File: src/rtl/keypad_emulator.sv
// Purpose : emulates a 4x4 key switch matrix driven by a row/column scanner, replaying queued key codes.
// Latency : a queued key closes one clock after it reaches an idle head; y follows x with zero-cycle delay.
// Backpressure: key_ready drops while the 4-entry key queue is full; offers without key_ready are dropped.
//
// Ports:
//   clk, rst            single clock, synchronous active-high reset
//   key_code/valid/ready key queue input handshake; key_code[3:2] = column, [1:0] = row
//   x                   column drive from the scanner (active-high)
//   y                   row sense back to the scanner (active-high, combinational from x)
//   pressed             registered, high exactly while a key is held closed
//   busy                registered, high while a key is in progress or keys are queued
module keypad_emulator #(
   parameter int unsigned PRESS_CYCLES = 1000,
   parameter int unsigned GAP_CYCLES   = 1000
) (
   input  logic       clk,
   input  logic       rst,
   input  logic [3:0] key_code,
   input  logic       key_valid,
   output logic       key_ready,
   input  logic [3:0] x,
   output logic [3:0] y,
   output logic       pressed,
   output logic       busy
);

   // Counters are loaded with N-1 so that the phase covers counts N-1..0, i.e. exactly N clocks.
   localparam logic [15:0] PRESS_LOAD = 16'(PRESS_CYCLES - 1);
   localparam logic [15:0] GAP_LOAD   = 16'(GAP_CYCLES - 1);

   typedef enum logic [1:0] {
      ST_IDLE  = 2'd0,
      ST_PRESS = 2'd1,
      ST_GAP   = 2'd2
   } state_t;

   state_t      state_q, state_d;
   logic [15:0] cnt_q, cnt_d;
   logic [3:0]  cur_code_q, cur_code_d;
   logic        pressed_q, pressed_d;
   logic        busy_q, busy_d;

   logic [3:0]  fifo_q [4];
   logic [1:0]  wr_ptr_q, wr_ptr_d;
   logic [1:0]  rd_ptr_q, rd_ptr_d;
   logic [2:0]  count_q, count_d;
   logic        push;
   logic        pop;

   // ------------------------------------------------------------------
   // Key queue
   // ------------------------------------------------------------------
   assign key_ready = (count_q != 3'd4);
   assign push      = key_valid && key_ready;
   // The head is consumed only when the emulator is idle; push and pop may coincide.
   assign pop       = (state_q == ST_IDLE) && (count_q != 3'd0);

   always_comb begin
      wr_ptr_d = push ? wr_ptr_q + 2'd1 : wr_ptr_q;
      rd_ptr_d = pop  ? rd_ptr_q + 2'd1 : rd_ptr_q;
      case ({push, pop})
         2'b10:   count_d = count_q + 3'd1;
         2'b01:   count_d = count_q - 3'd1;
         default: count_d = count_q;
      endcase
   end

   // Storage needs no reset: the pointers and occupancy define which slots are live,
   // so a write that lands while rst is high is never read.
   always_ff @(posedge clk) begin
      if (push) begin
         fifo_q[wr_ptr_q] <= key_code;
      end
   end

   // ------------------------------------------------------------------
   // Press/gap sequencer: next-state logic
   // ------------------------------------------------------------------
   always_comb begin
      state_d    = state_q;
      cnt_d      = cnt_q;
      cur_code_d = cur_code_q;
      case (state_q)
         ST_IDLE: begin
            if (pop) begin
               cur_code_d = fifo_q[rd_ptr_q];
               cnt_d      = PRESS_LOAD;
               state_d    = ST_PRESS;
            end
         end
         ST_PRESS: begin
            if (cnt_q == 16'd0) begin
               cnt_d   = GAP_LOAD;
               state_d = ST_GAP;
            end else begin
               cnt_d = cnt_q - 16'd1;
            end
         end
         ST_GAP: begin
            if (cnt_q == 16'd0) begin
               state_d = ST_IDLE;
            end else begin
               cnt_d = cnt_q - 16'd1;
            end
         end
         default: begin
            state_d = ST_IDLE;
         end
      endcase
   end

   // ------------------------------------------------------------------
   // Outputs
   // ------------------------------------------------------------------
   always_comb begin
      // Status flags are registered from the post-edge state so they line up with state_q.
      pressed_d = (state_d == ST_PRESS);
      busy_d    = (state_d != ST_IDLE) || (count_d != 3'd0);

      // Switch path: only the column of the held key matters, so stray x bits have no effect.
      y = 4'b0000;
      if (pressed_q && x[cur_code_q[3:2]]) begin
         y[cur_code_q[1:0]] = 1'b1;
      end
   end

   assign pressed = pressed_q;
   assign busy    = busy_q;

   // ------------------------------------------------------------------
   // State register
   // ------------------------------------------------------------------
   always_ff @(posedge clk) begin
      if (rst) begin
         state_q    <= ST_IDLE;
         cnt_q      <= 16'd0;
         cur_code_q <= 4'd0;
         pressed_q  <= 1'b0;
         busy_q     <= 1'b0;
         wr_ptr_q   <= 2'd0;
         rd_ptr_q   <= 2'd0;
         count_q    <= 3'd0;
      end else begin
         state_q    <= state_d;
         cnt_q      <= cnt_d;
         cur_code_q <= cur_code_d;
         pressed_q  <= pressed_d;
         busy_q     <= busy_d;
         wr_ptr_q   <= wr_ptr_d;
         rd_ptr_q   <= rd_ptr_d;
         count_q    <= count_d;
      end
   end

endmodule

File: config.mk
export PLATFORM = sky130hd
export DESIGN_NAME = keypad_emulator
export DESIGN_NICKNAME = d
export VERILOG_FILES = /design/src/rtl/keypad_emulator.sv
export SDC_FILE = /design/constraint.sdc
export NUM_CORES = 1
export LEC_CHECK = 0
export ABC_CLOCK_PERIOD_IN_PS = 3600
export CAP_MARGIN = 20
export CORE_MARGIN = 5
export CORE_UTILIZATION = 45
export CTS_CLUSTER_DIAMETER = 50
export DETAILED_ROUTE_END_ITERATION = 10
export HOLD_SLACK_MARGIN = 0.06
export SYNTH_ARGS = -nofsm -noshare
export SYNTH_HDL_FRONTEND = slang
export SYNTH_SLANG_ARGS = --single-unit
File: constraint.sdc
create_clock -name clk -period 3.6 [get_ports clk]
set_clock_uncertainty 0.15 [all_clocks]
set_input_delay 0.9 -clock clk [delete_from_list [all_inputs] [get_ports clk]]
set_output_delay 0.9 -clock clk [all_outputs]
set_load 0.03 [all_outputs]
# Word level (Yosys, flattened, before mapping)
# Memory sizes are Yosys's and may differ from the RTL's. A register that Yosys moved wholly into a read port is not among the register bits.
# Cells that the tools add are included.
# op_classes
add_sub_neg,5
order_cmp,3
eq_ne,8
mux,16
n_reduce_logical,13
# op_table
operator,n
2-to-1 mux 16 bit,3
one-hot mux 16 bit (3 select lines),1
logical NOT 16 bit,1
subtractor 16 x 1 -> 16 bit (second input constant),1
nonzero test 3 bit,3
== test 2 x 1 -> 1 bit (second input constant),3
< comparator 2 x 3 -> 1 bit (second input constant),2
2-to-1 mux 2 bit,3
one-hot mux 2 bit (3 select lines),1
one-hot mux 3 bit (2 select lines),1
adder 2 x 1 -> 2 bit (second input constant),2
== test 2 bit (second input constant),2
logical AND 1 bit,4
2-to-1 mux 1 bit,4
2-to-1 mux 4 bit,1
inequality test 2 bit (second input constant),2
adder 3 x 1 -> 3 bit (second input constant),1
inequality test 3 bit (second input constant),1
AND reduction 3 bit,1
subtractor 3 x 1 -> 3 bit (second input constant),1
binary-select mux 1 bit (select 2 bit),1
demux 1 bit (select 2 bit),1
greater-or-equal comparator 2 x 1 -> 1 bit (second input constant),1
logical NOT 2 bit,1
3 further kinds,3
# word_totals
ff_bits,27
mem_bits_rw,16
inputBits,11
output_inout_bits,7
word_cells,53
mem_count,1
# mem_list
memory,depth,word_bits,rd,rd_ports_with_merged_regs,write_ports,line,source
fifo_q,4,4,1,1,1,43,logic [3:0] fifo_q [4];

# Longest topological paths before layout
# depth
word_depth,6
depth_mapped,12
ltp_nobuf,12

# Worst setup path before layout
# OpenSTA, ideal clock, no wires.
# synth_path
path_kind,input-to-output
start,input x[1]
end,output y[2]
arrival_time_ns,1.970
required_ns,2.550
path_slack_ns,0.580
stages,3
n_path_buf,0
cell_sequence,mux4_2 > nand2_1 > nor3b_1
# synth_via
elab_chain_cells,4
# synth_lines
item,line,source
from (decl),21,"input logic [3:0] x,"
binary-select mux 1 bit (select 2 bit),122,if (pressed_q && x[cur_code_q[3:2]]) begin
2-to-1 mux 1 bit (implied by the code),122,
logical AND 1 bit,122,
2-to-1 mux 4 bit,122,
to (decl),22,"output logic [3:0] y,"
# No other way between the ends. The select of a mux whose other input is x is not followed.

# Final worst setup path
# layout_path
start,input x[3]
end,output y[3]
# The elaborated chain is that of the path after synthesis.

==> summary by stage <==
Status
The flow ran to the end, and the final reports show no timing, DRC or antenna violations.

Finish
Counting the fill cells in the layout gives 482. The library cell used most frequently in the layout, excluding fill and tap cells, is dfxtp_1. In the layout the commonest cells are 31 x dfxtp_1, 18 x nor2_1, 16 x edfxtp_1. The diode insertion count for antenna repair is 0. After the flow finishes, the layout carries non-filler instances totaling 315. The growth of design area from synthesis to finish is 14.2%.

The net count of the finished layout is 267. The share of post-route cells with drive strength above 1 is 15.5%.

Global route
The total grt overflow is 0. The largest net degree at the start of global routing is 17. The via count of the first global-routing pass is 1591. The number of antenna violations at the first check in global routing is 0. The total routing usage reported by global routing is 13.8%. The first global-routing pass estimated 7810 um of wire.

Timing
In this run the tightest slew margin relative to its limit is 39.1%. The number of hold-slack violations in the final timing report is 0. The number of max-slew violations in the final report is 0. The slew at the pin closest to its max-slew limit is 0.905 ns. The final number of setup-violating endpoints is 0. Setup repair after global routing left no endpoint under its margin. The share of the clock period used by the worst path is 93.5%. The smallest clock period supported by the final layout is computed as 3.37 ns. Derived from the worst setup path, the maximum achievable clock frequency is 297 MHz.

Clock tree
TritonCTS built the clock tree. Clock tree synthesis selected as its root buffer the cell clkbuf_8. Counting along the longest clock path gives a buffer depth of 2. CTS saw 47 sinks. The total number of H-tree levels is 2.

The clock-pin slew on the worst setup and hold paths is 0.08 ns. The clock latency on the worst-skew pair is 0.30 ns. In this run, post-CTS hold repair placed 0 buffers. Clock tree synthesis inserted a total of 5 buffers.

Pwr
The worst-case IR drop observed on VDD is 0.257 mV. Power spread over the standard cell area amounts to 799 mW/mm^2. The total power is 0.00223 W.

The leakage power total is 1.01 nW.

Synth
The register bit count reported by yosys is 47. During synthesis, Yosys emitted a total of 0 warnings. The sequential element share of the synthesized area is 44.9%. The top cell type by total area after synthesis is dfxtp_1.

The combined area of all synthesized cells is 0.00245 mm^2. After synthesis, the share of flip-flops with an asynchronous set or reset is 0%. The most used flip-flop cell after synthesis is dfxtp_1.

The synthesized design contains 16 enable-type register cells. The count of distinct cell types in the synthesized netlist is 61. A synthesized cell averages 10.9 um^2. The number of instances in the synthesized netlist is 225. After synthesis, the largest area contributor takes up 25.3% of total cell area. The number of nets in the synthesized netlist is 248.

Sorting the synthesized cells by area gives the leading types as dfxtp_1 25%, edfxtp_1 20%, ha_1 5.6%.

Critical path
The largest fanout on the critical path is 2. The kind of cell with the highest combined delay along the critical path is buffers and inverters. The number of buffers and inverters on the critical path is 2.

The data required time of the worst path is 2.55 ns. The critical path goes through clkdlybuf4s50_1 > mux4_2 > and4_1 > dlygate4sd2_1. The cell type of the slowest stage on the worst timing path is mux4_2. The type of element capturing the critical path is a primary output. At the worst endpoint, the arrival time is 2.32 ns.

The element type at the critical path start is a primary input. The kind of critical path is in2out. On the worst path, the slowest cell contributes a delay of 0.47 ns.

Floorplanning
The die height is 83.8 um. 18 I/O pins were placed. The effective utilization at floorplan is 47.1%. The core region area is 0.00520 mm^2. The die covers 0.00702 mm^2. Measured along the x axis, the die boundary spans 83.8 um. The floorplan has 26 rows.

Hold path
The worst min-delay path class is reg2reg.

Drt
The first-pass iteration count of the detailed router is 4. The average wire per cell in the routed design is 14.3 um. The remaining antenna violation count is 0. The number of DRC violations after detailed-routing iteration 0 is 130.

For this block, the via count after detailed routing is 1681. In the routed layout, each cell is associated on average with a via count of 5.34. The total DRC errors in the routed layout is 0. Summed over all layers, the routed wires come to 4510 um.

Place
The congestion estimate from routability-driven global placement came to 0.758. Port buffering added 17 buffers. Summed over all nets, the half-perimeter wirelength after detailed placement is 3430 um.

The number of placed instances, taps included, is 307.

Run
Max-cap violations in this run came to 0.
timing repair:
item	4_1_cts	5_1_grt
endpoints found under the hold margin	0	0
cloned	0	0
resized for setup	1	1
buffers inserted	0	0
endpoints found under the setup margin	1	1
worst reg2reg max path: cells and delay by family (launching register included):
| family | cells | cell delay (ns) |
|---|---|---|
| and+or+nand+nor | 4 | 0.69 |
| adders and majority gates | 2 | 0.55 |
| AOI/OAI and AO/OA | 1 | 0.12 |
| xor gates and xnor gates | 2 | 0.38 |
| DFF | 1 | 0.45 |
| buffers and inverters | 2 | 0.14 |
area by class of cell:
| class | count | area, um^2 | share of cell area, % |
|---|---|---|---|
| multi-input cells | 158 | 1260 | 45.1 |
| clock inverters | 3 | 47.5 | 1.70 |
| well taps | 70 | 87.6 | 3.13 |
| clock buffers | 5 | 68.8 | 2.46 |
| inverters | 13 | 48.8 | 1.74 |
| repair buffers | 19 | 181 | 6.48 |
| flip-flops and latches | 47 | 1100 | 39.4 |
metal layers:
metal | vias to the layer above | wire [um] | GRT usage, %
met5 | - | 0 | 0
met4 | 0 | 30 | 4.68
met3 | 2 | 171 | 3.46
met2 | 24 | 1830 | 18.9
met1 | 787 | 2490 | 21.0
li1 | 868 | - | -
through the flow:
| stage | hold WS (ns) | setup TNS (ns) | instance area (um^2) | utilization [%] | setup WS, ns |
|---|---|---|---|---|---|
| 3_3_place_gp | 0.340 | -0.0209 | 2680 | 51.5 | -0.0209 |
| 3_5_place_dp | 0.348 | -0.0228 | 2680 | 51.5 | -0.0228 |
| 5_1_grt | 0.392 | 0 | 2800 | 53.8 | 0.187 |
| 6_report | 0.359 | 0 | 2800 | 53.8 | 0.234 |
| 2_1_floorplan | 0.319 | 0 | 2450 | - | 0.580 |
| 4_1_cts | 0.361 | 0 | 2800 | 53.7 | 0.0143 |
Yosys cell counts (all sizes together), types with 6 or more instances:
cell and count:
edfxtp 16, xnor2 6, xor2 7, nor3 7, inv 12, nand2 10
ha 11, nor2 25, dfxtp 31, a21oi 10
worst paths after layout:
path | slack (ns) | cells after the start | start | end
worst min register to register | 0.36 | 2 | wr_ptr_q[1] | wr_ptr_q[1]
worst max register to register | 1.02 | 11 | count_q[2] | busy
worst max-delay path | 0.23 | 4 | x[3] | y[3]
worst min-delay path | 0.36 | 2 | wr_ptr_q[1] | wr_ptr_q[1]
flip-flops by register name, summed over array words and instances (netlist names):
| register | count |
|---|---|
| busy | 1 |
| cnt_q | 16 |
| count_q | 3 |
| cur_code_q | 4 |
| fifo_q | 16 |
| pressed | 1 |
| rd_ptr_q | 2 |
| state_q | 2 |
| wr_ptr_q | 2 |
where the power goes:
part	leakage, nW	internal, W	switching (W)
clock network	0.0587	0.000211	0.000186
logic	0.549	0.000461	0.000549
registers	0.402	0.000681	0.000146
total	1.01	0.00135	0.000881
kinds of logic (layout without fill, tap and decap cells):
family | after synthesis | in the layout | share of synthesized area [%]
xor gates and xnor gates | 13 | 13 | 4.65
AOI/OAI and AO/OA | 35 | 35 | 11.9
and+or+nand+nor | 89 | 89 | 22.3
adders and majority gates | 12 | 12 | 6.44
DFF | 47 | 47 | 44.9
muxes | 9 | 9 | 6.23
buffers and inverters | 20 | 40 | 3.52
Power figures use the tool's default switching activity.
==> edit (same flow settings) <==
Reset style: asynchronous (`rst`), changed in one clocked block. Comments in the files are not updated.
--- a/src/rtl/keypad_emulator.sv
+++ b/src/rtl/keypad_emulator.sv
@@ -130,7 +130,7 @@
    // ------------------------------------------------------------------
    // State register
    // ------------------------------------------------------------------
-   always_ff @(posedge clk) begin
+   always_ff @(posedge clk or posedge rst) begin
       if (rst) begin
          state_q    <= ST_IDLE;
          cnt_q      <= 16'd0;
Behaviour: differs if rst is asserted again (counterexample within 4 cycles, from zero or initial values and one cycle with rst high); with rst held inactive, the same outputs for 10 cycles.
==> edit against the original RTL <==
- routed wire length is 2.6% lower
- setup slack better by 2.9 ps
- highest routed layer unchanged
- fmax hardly changed
- sequential cell count stayed put
- largest cell class is now sequential cells
- cell area is 0.67% higher
- worst hold slack worse by 7.5 ps
- synthesized area is 1.4% higher
- critical path type unchanged
- non-clock buffer count stayed put
Power is not compared: it rests on default switching activity, and its combinational part moved more than twofold at a synthesized area within 25%.
==> edit: results (changes against the original RTL) <==
Synth Area in Compound Gates = 13.0% (+1.1 points)
Global Route met2 Usage = 23.2% (+4.4 points)
mux cell area share after synthesis = 5.39% (-0.84 points)
wl on met1 = 1990 um (-20%)
post-DP HPWL = 3320 um (-3.3%)
nets@finish = 256 (-4.1%)
NonClk Buf Share = 6.44% (-0.043 points)
vias per inst = 5.36 (+0.37%)
syn nets = 234 (-5.6%)
worst reg2reg path startpoint = count_q[2]
Post-Synth Adder-Cell Area = 6.34% (-0.091 points)
share of layout cells above drive strength 1 = 15.0% (-0.55 points)
final wirelength = 4400 um (-2.6%)
inverter count = 14 (+1)
vias in the first global route = 1642 (+3.2%)
Syn Inst Count = 211 (-6.2%)
library cells used by synthesis = 57 (-6.6%)
met1 Use GR = 16.5% (-4.5 points)
global-route wire length before repair = 7680 um (-1.7%)
multi-input gate share of the layout cell area = 40.6% (-4.6 points)
count of multi-input gates = 146 (-7.6%)
status = complete, no violations
clock network share of area = 3.33% (-0.83 points)
R2R Setup Slk = 580 ps (-440 ps)
placed insts = 298 (-2.9%)
Fill cells = 520 (+7.9%)
sequential fraction of the synthesis area = 50.6% (+5.6 points)
Commonest cells post-synth = 31 x dfrtp_1, 19 x nand2_1, 16 x edfxtp_1, 15 x nor2_1, 14 x inv_1
met2 WL = 2240 um (+23%)
FF+latch count = 47 (unchanged)
reg2reg end = busy
Clock transition at path regs = 100 ps (+20 ps)
iteration-0 DRC count of the detailed router = 44 (-66%)
synth top area cells = dfrtp_1 31%, edfxtp_1 19%, ha_1 5.5%
largest net degree at the start of global routing = 32 (+15)
Post-Synth XOR/XNOR Area = 3.52% (-1.1 points)
## edit: cell types whose count changed in the layout (fill, tap and decap cells not counted), moves of 4 or more
cell,change
dfrtp_1,+31
dfxtp_1,-31
nand2_1,+9
nor2_2,-6
o21ai_0,+4
o221a_1,-4
o22a_1,+5
xor2_1,-5
## edit: worst min path at each step
stage,from,endpoint,slack (ps)
finish,cur_code_q[3],cur_code_q[3],350
global route,cur_code_q[3],cur_code_q[3],390
CTS,cur_code_q[3],cur_code_q[3],360
detailed placement,cur_code_q[3],cur_code_q[3],330
floorplan,cur_code_q[3],cur_code_q[3],300
global placement,cur_code_q[3],cur_code_q[3],330
## edit: through the flow
stage	hold WS (ps)	setup TNS [ps]	worst slack, ps	power [mW]	cell area, um^2
final	352	0	236	1.19	2820
after global routing	392	0	199	1.27	2820
after CTS	357	0	50.2	1.21	2810
after detailed placement	333	-9.24	-9.24	0.876	2720
after global placement	331	-4.17	-4.17	0.869	2720
after floorplan	304	0	581	0.809	2480
